[src/rtl/pc_sequencer_if.sv]
// Fetch-stage PC controller bus: D/M-stage redirect requests and the
// instruction-memory handshake come in, while the fetch address and the
// pipeline valid/flush controls go out.
interface pc_sequencer_if;
    logic        stall;
    logic        br_taken;
    logic [31:0] br_target;
    logic        eret;
    logic [31:0] epc;
    logic        exc_req;
    logic        im_ready;
    logic [31:0] pc;
    logic        if_valid;
    logic        flush_fd;
    logic        flush_all;
    logic        pend;
    logic        pc_adel;

    // Pipeline side: it issues the requests and consumes the fetch controls.
    modport master (
        output stall, br_taken, br_target, eret, epc, exc_req, im_ready,
        input  pc, if_valid, flush_fd, flush_all, pend, pc_adel
    );

    // PC sequencer side.
    modport slave (
        input  stall, br_taken, br_target, eret, epc, exc_req, im_ready,
        output pc, if_valid, flush_fd, flush_all, pend, pc_adel
    );
endinterface

[src/rtl/pc_sequencer.sv]
// Fetch-stage PC controller for the 5-stage MIPS pipeline.
// This block owns the PC register and picks the next fetch address from four
// sources: sequential PC+4, a D-stage branch/jump, an eret return to EPC, or
// exception entry. If a redirect arrives while an instruction-memory fetch is
// still outstanding, the block latches it as a pending redirect and applies it
// when the fetch completes. A pending redirect with the kill bit set, from an
// exception or an eret, marks the returning word as wrong-path.
module pc_sequencer #(
    parameter logic [31:0] RESET_PC = 32'h0000_3000,
    parameter logic [31:0] EXC_PC   = 32'h0000_4180
) (
    input logic         clk,
    input logic         reset,
    pc_sequencer_if.slave bus
);

    typedef enum logic {
        RUN  = 1'b0,
        WAIT = 1'b1
    } state_t;

    state_t      state;
    logic [31:0] pc_q;
    logic        pend_q;
    logic        kill_q;
    logic [31:0] target_q;

    logic [31:0] pc_next;
    logic        pend_next;
    logic        kill_next;
    logic [31:0] target_next;
    logic        fetch_ok;
    logic        take_branch;
    logic        kill_waiting;

    // A stalled branch is ignored, because D resolves it again next cycle.
    assign take_branch  = bus.br_taken && !bus.stall;
    // A kill pend must never be displaced by a later branch or eret.
    assign kill_waiting = pend_q && kill_q;

    // Next-PC selection and pending-redirect bookkeeping, in priority order.
    always_comb begin
        pc_next     = pc_q;
        pend_next   = pend_q;
        kill_next   = kill_q;
        target_next = target_q;
        fetch_ok    = 1'b0;
        if (bus.exc_req) begin
            if (bus.im_ready) begin
                pc_next   = EXC_PC;
                pend_next = 1'b0;
                kill_next = 1'b0;
            end else begin
                pend_next   = 1'b1;
                kill_next   = 1'b1;
                target_next = EXC_PC;
            end
        end else if (bus.eret || take_branch) begin
            if (kill_waiting) begin
                if (bus.im_ready) begin
                    pc_next   = target_q;
                    pend_next = 1'b0;
                    kill_next = 1'b0;
                end
            end else if (bus.im_ready) begin
                pc_next   = bus.eret ? bus.epc : bus.br_target;
                pend_next = 1'b0;
                kill_next = 1'b0;
                fetch_ok  = !bus.eret;
            end else begin
                pend_next   = 1'b1;
                kill_next   = bus.eret;
                target_next = bus.eret ? bus.epc : bus.br_target;
            end
        end else if (bus.im_ready) begin
            if (pend_q) begin
                if (kill_q) begin
                    pc_next   = target_q;
                    pend_next = 1'b0;
                    kill_next = 1'b0;
                end else if (!bus.stall) begin
                    pc_next   = target_q;
                    pend_next = 1'b0;
                    fetch_ok  = 1'b1;
                end
            end else if (!bus.stall) begin
                pc_next  = pc_q + 32'd4;
                fetch_ok = 1'b1;
            end
        end
    end

    // PC register, pending redirect and fetch FSM, with synchronous reset.
    always_ff @(posedge clk) begin
        if (reset) begin
            state    <= RUN;
            pc_q     <= RESET_PC;
            pend_q   <= 1'b0;
            kill_q   <= 1'b0;
            target_q <= 32'h0;
        end else begin
            pc_q     <= pc_next;
            pend_q   <= pend_next;
            kill_q   <= kill_next;
            target_q <= target_next;
            unique case (state)
                RUN:  if (!bus.im_ready) state <= WAIT;
                WAIT: if (bus.im_ready)  state <= RUN;
            endcase
        end
    end

    assign bus.pc        = pc_q;
    assign bus.pend      = pend_q;
    assign bus.pc_adel   = (pc_q[1:0] != 2'b00);
    assign bus.if_valid  = !reset && fetch_ok;
    assign bus.flush_all = !reset && bus.exc_req;
    assign bus.flush_fd  = !reset && !bus.exc_req && bus.eret;

endmodule

[src/flat_wrapper.sv]
// flat-port wrapper written by rule: the top's interface ports become plain ports
module pc_sequencer_flat 
#(
    parameter logic [31:0] RESET_PC = 32'h0000_3000,
    parameter logic [31:0] EXC_PC   = 32'h0000_4180
)
  (clk, reset, bus_stall, bus_br_taken, bus_br_target, bus_eret, bus_epc, bus_exc_req, bus_im_ready, bus_pc, bus_if_valid, bus_flush_fd, bus_flush_all, bus_pend, bus_pc_adel);
  pc_sequencer_if bus_i ();
  input logic clk;
  input logic reset;
  input wire logic [$bits(bus_i.stall)-1:0] bus_stall;
  input wire logic [$bits(bus_i.br_taken)-1:0] bus_br_taken;
  input wire logic [$bits(bus_i.br_target)-1:0] bus_br_target;
  input wire logic [$bits(bus_i.eret)-1:0] bus_eret;
  input wire logic [$bits(bus_i.epc)-1:0] bus_epc;
  input wire logic [$bits(bus_i.exc_req)-1:0] bus_exc_req;
  input wire logic [$bits(bus_i.im_ready)-1:0] bus_im_ready;
  output wire logic [$bits(bus_i.pc)-1:0] bus_pc;
  output wire logic [$bits(bus_i.if_valid)-1:0] bus_if_valid;
  output wire logic [$bits(bus_i.flush_fd)-1:0] bus_flush_fd;
  output wire logic [$bits(bus_i.flush_all)-1:0] bus_flush_all;
  output wire logic [$bits(bus_i.pend)-1:0] bus_pend;
  output wire logic [$bits(bus_i.pc_adel)-1:0] bus_pc_adel;
  assign bus_i.stall = bus_stall;
  assign bus_i.br_taken = bus_br_taken;
  assign bus_i.br_target = bus_br_target;
  assign bus_i.eret = bus_eret;
  assign bus_i.epc = bus_epc;
  assign bus_i.exc_req = bus_exc_req;
  assign bus_i.im_ready = bus_im_ready;
  assign bus_pc = bus_i.pc;
  assign bus_if_valid = bus_i.if_valid;
  assign bus_flush_fd = bus_i.flush_fd;
  assign bus_flush_all = bus_i.flush_all;
  assign bus_pend = bus_i.pend;
  assign bus_pc_adel = bus_i.pc_adel;
  pc_sequencer #(.RESET_PC(RESET_PC), .EXC_PC(EXC_PC)) u_core (.clk(clk), .reset(reset), .bus(bus_i));
endmodule
[config.mk]
export PLATFORM = sky130hd
export DESIGN_NAME = pc_sequencer_flat
export DESIGN_NICKNAME = d
export VERILOG_FILES = /design/src/rtl/pc_sequencer_if.sv /design/src/rtl/pc_sequencer.sv /design/src/flat_wrapper.sv
export SDC_FILE = /design/constraint.sdc
export NUM_CORES = 1
export LEC_CHECK = 0
export CORE_MARGIN = 2
export CORE_UTILIZATION = 53
export DETAILED_ROUTE_END_ITERATION = 8
export GPL_TIMING_DRIVEN = 0
export PLACE_DENSITY_LB_ADDON = 0.3
export RECOVER_POWER = 50
export SLEW_MARGIN = 20
export SYNTH_ARGS = -nofsm -noshare
export SYNTH_HDL_FRONTEND = slang
export SYNTH_SLANG_ARGS = --single-unit
[constraint.sdc]
create_clock -name clk -period 5.6 [get_ports clk]
set_input_delay 0.56 -clock clk [delete_from_list [all_inputs] [get_ports clk]]
set_output_delay 0.56 -clock clk [all_outputs]
set_load 0.02 [all_outputs]
* Yosys cells after proc, flatten, opt, wreduce, memory -nomap -nowiden
Cells that the tools add are included.
** Storage, ports and cells
- Register bits after elaboration :: 66
- Input bits :: 71
- Output and inout port bits :: 37
** Cells by class
- $add $sub $neg :: 1
- Eq/ne operators :: 4
- Muxes and demuxes :: 40
- Bitwise gates (word level) :: 1
- Reduce and logical (&&, ||, !) cells :: 19
** Operator list (count)
- two-way mux 32 bit :: 17
- adder 32 x 3 -> 32 bit, second input constant :: 1
- two-way mux 1 bit :: 23
- AND reduction 3 bit :: 3
- != test 4 x 1 -> 1 bit, second input constant :: 2
- logical AND 1 bit :: 6
- nonzero test 3 bit :: 2
- zero test 1 bit :: 4
- nonzero test 2 bit :: 2
- != test 3 bit, second input constant :: 1
- != test 2 bit, second input constant :: 1
- AND reduction 2 bit :: 1
- logical OR 1 bit :: 1
- inverter 1 bit :: 1

* Longest topological paths before layout
- Depth after elaboration :: 7
- Mapped depth :: 8
- Depth with buffers taken out :: 6

* Least setup slack after synthesis
OpenSTA, ideal clock, no wires.
- Kind :: input to output
- From :: input bus_eret
- To :: output bus_if_valid
- Arrival time :: 1.543 ns
- Slack :: 3.497 ns
- Stages :: 4
- Path buffers :: 2
- Cells stage by stage :: buf_2 -> buf_4 -> a21o_1 -> nor3_1
** Between the ends
- Longest elaborated chain between the ends :: 6
** RTL lines
- from (decl) :: line flat_wrapper.sv:14 : input wire logic [$bits(bus_i.eret)-1:0] bus_eret;
- zero test 1 bit :: line pc_sequencer.sv:69 : fetch_ok = !bus.eret;
- two-way mux 1 bit :: line pc_sequencer.sv:65 : end else if (bus.im_ready) begin
- two-way mux 1 bit :: line pc_sequencer.sv:59 : if (kill_waiting) begin
- two-way mux 1 bit (*) :: line pc_sequencer.sv:58 : end else if (bus.eret || take_branch) begin
- two-way mux 1 bit (*) :: line pc_sequencer.sv:48 : if (bus.exc_req) begin
- logical AND 1 bit (*) :: line pc_sequencer.sv:116 : assign bus.if_valid = !reset && fetch_ok;
- to (decl) :: line flat_wrapper.sv:19 : output wire logic [$bits(bus_i.if_valid)-1:0] bus_if_valid;
Mark *: on every way between the ends. The rest lies on a longest branch, timed or not.

* Final worst setup path
- From :: input bus_stall
- To :: register u_core.pc_q[8], in the netlist u_core.bus.pc[8]
** Between the ends
- Longest elaborated chain between the ends :: 5
** RTL lines
- from (decl) :: line flat_wrapper.sv:11 : input wire logic [$bits(bus_i.stall)-1:0] bus_stall;
- zero test 1 bit
- logical AND 1 bit :: line pc_sequencer.sv:37 : assign take_branch = bus.br_taken && !bus.stall;
- logical OR 1 bit :: line pc_sequencer.sv:58
- != test 4 x 1 -> 1 bit (no line) or two-way mux 32 bit (tied branches)
- AND reduction 3 bit (no line) or two-way mux 32 bit (tied branches)
- to (signal assigned) :: line pc_sequencer.sv:102 : pc_q <= pc_next;
- to (decl) :: line pc_sequencer.sv:23 : logic [31:0] pc_q;
Parallel ways exist; a longest one is shown, timed or not.
A chain may end at the register's enable or synchronous reset.

==> results.yml <==
outcome:
  status: "completed"
worst_setup_path:
  cp-end-kind: "flop"
  startpoint_type: "primary input"
  worstPathMaxFanout: 10
  crit_start: "bus_stall"
  cp.required_ns: 5.81
  path_class: "primary input to flop"
  r2r-start: "u_core.bus.pend"
  rr_worst_depth: 6
  cp.arrival_ns: 3.51
synthesis:
  seq_area_frac_synth_pct: 31.8
  syn_area_um2: 4160
  synth_seq_cells: 66
  synthTopCellsByArea: "dfxtp_1, mux2_2, a22oi_1"
  synth_cell_type_count: 66
  synth_cells: 499
  yosysTopAreaCell: "dfxtp_1"
  synth_common_cells: "dfxtp_1, nor2_1, nand2_1"
  syn_nets: 571
  synth_edf_count: 0
  syn-mean-instance-area_um2: 8.34
  synth_top_area_share_pct: 31.8
  yosysMostFrequentCell: "dfxtp_1"
  async_flop_share_pct: 0
  synth_warnings: 0
  synth_flop_cell: "dfxtp_1"
pwr:
  power_uw: 1330
  clock_power_share_pct: 37.6
  ir_drop_uv: 176
  p_leak_uw: 0.00216
  p_sw_share_pct: 30.0
  p_int_uw: 931
  p_comb_share_pct: 23.2
  seqPwrFrac_pct: 39.2
  p_per_area_nw_per_um2: 240
  p_sw_uw: 399
clocking:
  clkSinkCount: 66
  htree_levels: 3
  cts_buffer_depth: 2
  post_cts_buffers: 0
  cts_tree: "yes"
  clk_latency_ns: 0.36
  postCtsHoldBufs: 0
  cts_resized: 0
  clkTransAtPathRegs_ns: 0.08
  cts_buffers: 9
  clock-root-buffer: "clkbuf_8"
sta:
  fin_skew_ns: 0.00858
  post-route-min-period_ns: 3.29
  setup_viol: 0
  finalHoldViolations: 0
  max_freq_ghz: 0.304
  max_slew.worst_pin.slew_ns: 1.25
  period_share_pct: 58.8
  fin_tns_setup_ns: 0
  rsz0062_at_grt: "no"
  max-slew-margin-rel_pct: 15.9
  drv_slew: 0
  hold_ws_ns: 0.485
  setup_slack_ns: 2.31
detailed_routing:
  dr.pass1.iters: 5
  dr.first_iter.drc_count: 514
  viasPerCell: 6.60
  wl_per_cell_um: 20.6
  num_vias: 4773
  drc: 0
  ant_nets: 0
  drt-total-wl_um: 14900
placed_design:
  numPortBuffers: 106
  post-place-ws_ns: 2.67
  place_hpwl_um: 10700
  gp_congestion: 0.998
flow_run:
  cap_viol_max_count: 0
final_layout:
  area_delta_synth_final_pct: 33.3
  postLayoutCoreUtil_pct: 72.5
  n_antenna_cell: 0
  drive_gt1_share_pct: 13.5
  nNetsFinal: 688
floorplan:
  dieArea_um2: 8570
  die_w_um: 92.6
  row_count: 32
  io_pins: 108
  dieHeight_um: 92.6
  core_area_um2: 7650
  start_util_pct: 54.4
grt:
  grt.overflow.total: 0
  antenna_found_initial: 0
  grt_max_degree: 13
  grt_pass1_vias: 4559
  grt_pass1_wl_um: 22900
  grt_usage_pct: 34.4
worst_hold_path:
  hp-class: "flop to flop"
  hold_start: "u_core.target_q[8]"
  holdPathStages: 2
## metal layers
metal | part of all wire [%] | global-route usage [%]
met4 | 4.1 | 18.4
met2 | 46 | 52.9
met1 | 39 | 45.3
met3 | 11 | 6.83
met5 | 0 | 0
## worst paths after layout
kind	end	slack [ns]
worst max-delay path	u_core.bus.pc[8]	2.31
worst min-delay path	u_core.target_q[8]	0.48
worst max register to register	u_core.bus.pc[22]	2.97
worst min register to register	u_core.target_q[8]	0.48
## power groups by stage
stage / combinational (µW) / clock [µW] / sequential, µW
6_report: 308 / 500 / 521
5_1_grt: 324 / 521 / 525
4_1_cts: 310 / 497 / 521
3_5_place_dp: 308 / 0 / 532
3_3_place_gp: 302 / 0 / 529
2_1_floorplan: 155 / 0 / 543
## per-stage QoR
step	instances	instance area (µm²)
global route	723	5550
CTS	723	5590
global placement	707	5350
floorplan	499	4160
detailed placement	707	5350
finish	723	5550
## state kept, by name, summed over array words and instances (netlist names)
| signal | flops |
|---|---|
| u_core.bus.pc | 32 |
| u_core.target_q | 32 |
| u_core.bus.pend | 1 |
| u_core.kill_q | 1 |
## logic make-up after synthesis
family | after synthesis | synth area share, %
and+or+nand+nor | 176 | 22.0
AOI/OAI and AO/OA | 163 | 28.9
DFF | 66 | 31.8
buffers and inverters | 50 | 5.95
muxes | 39 | 10.2
xor gates and xnor gates | 4 | 0.842
adders and majority gates | 1 | 0.301
## worst max-delay path: stages
cell,delay (ns)
dlygate4sd3_1,0.72
nor2b_1,0.08
clkbuf_1,0.26
o21ai_0,0.86
clkbuf_1,0.49
o22ai_1,0.19
a211oi_1,0.26
nor3_1,0.08
## layout make-up
type / instances / area (µm²)
Multi-Input combinational cell: 383 / 2560
Timing Repair Buffer: 106 / 1060
Tap cell: 102 / 128
Clock buffer: 9 / 124
Sequential cell: 66 / 1320
Inverter: 12 / 45.0
Fill cell: 620 / 2100
Clock inverter: 7 / 118
Buffer: 38 / 194
## cell usage in the layout, fill, tap and decap left out, drive strengths merged, types with 5 or more instances in the layout
master,n
nor3,17
o21a,5
a22o,5
clkbuf,22
mux2,28
a22oi,33
a211o,5
and2,7
buf,25
mux2i,11
a211oi,11
a31oi,6
nor4,6
a21oi,26
and3,9
nand4,10
o22ai,11
a21o,6
nand3,15
dlygate4sd3,36
o31ai,6
o21ai,17
inv,12
nand2,36
nand2b,6
dfxtp,66
nor2,47
or2,6
clkdlybuf4s50,70
Note: power is estimated with default switching activity, not from simulation.
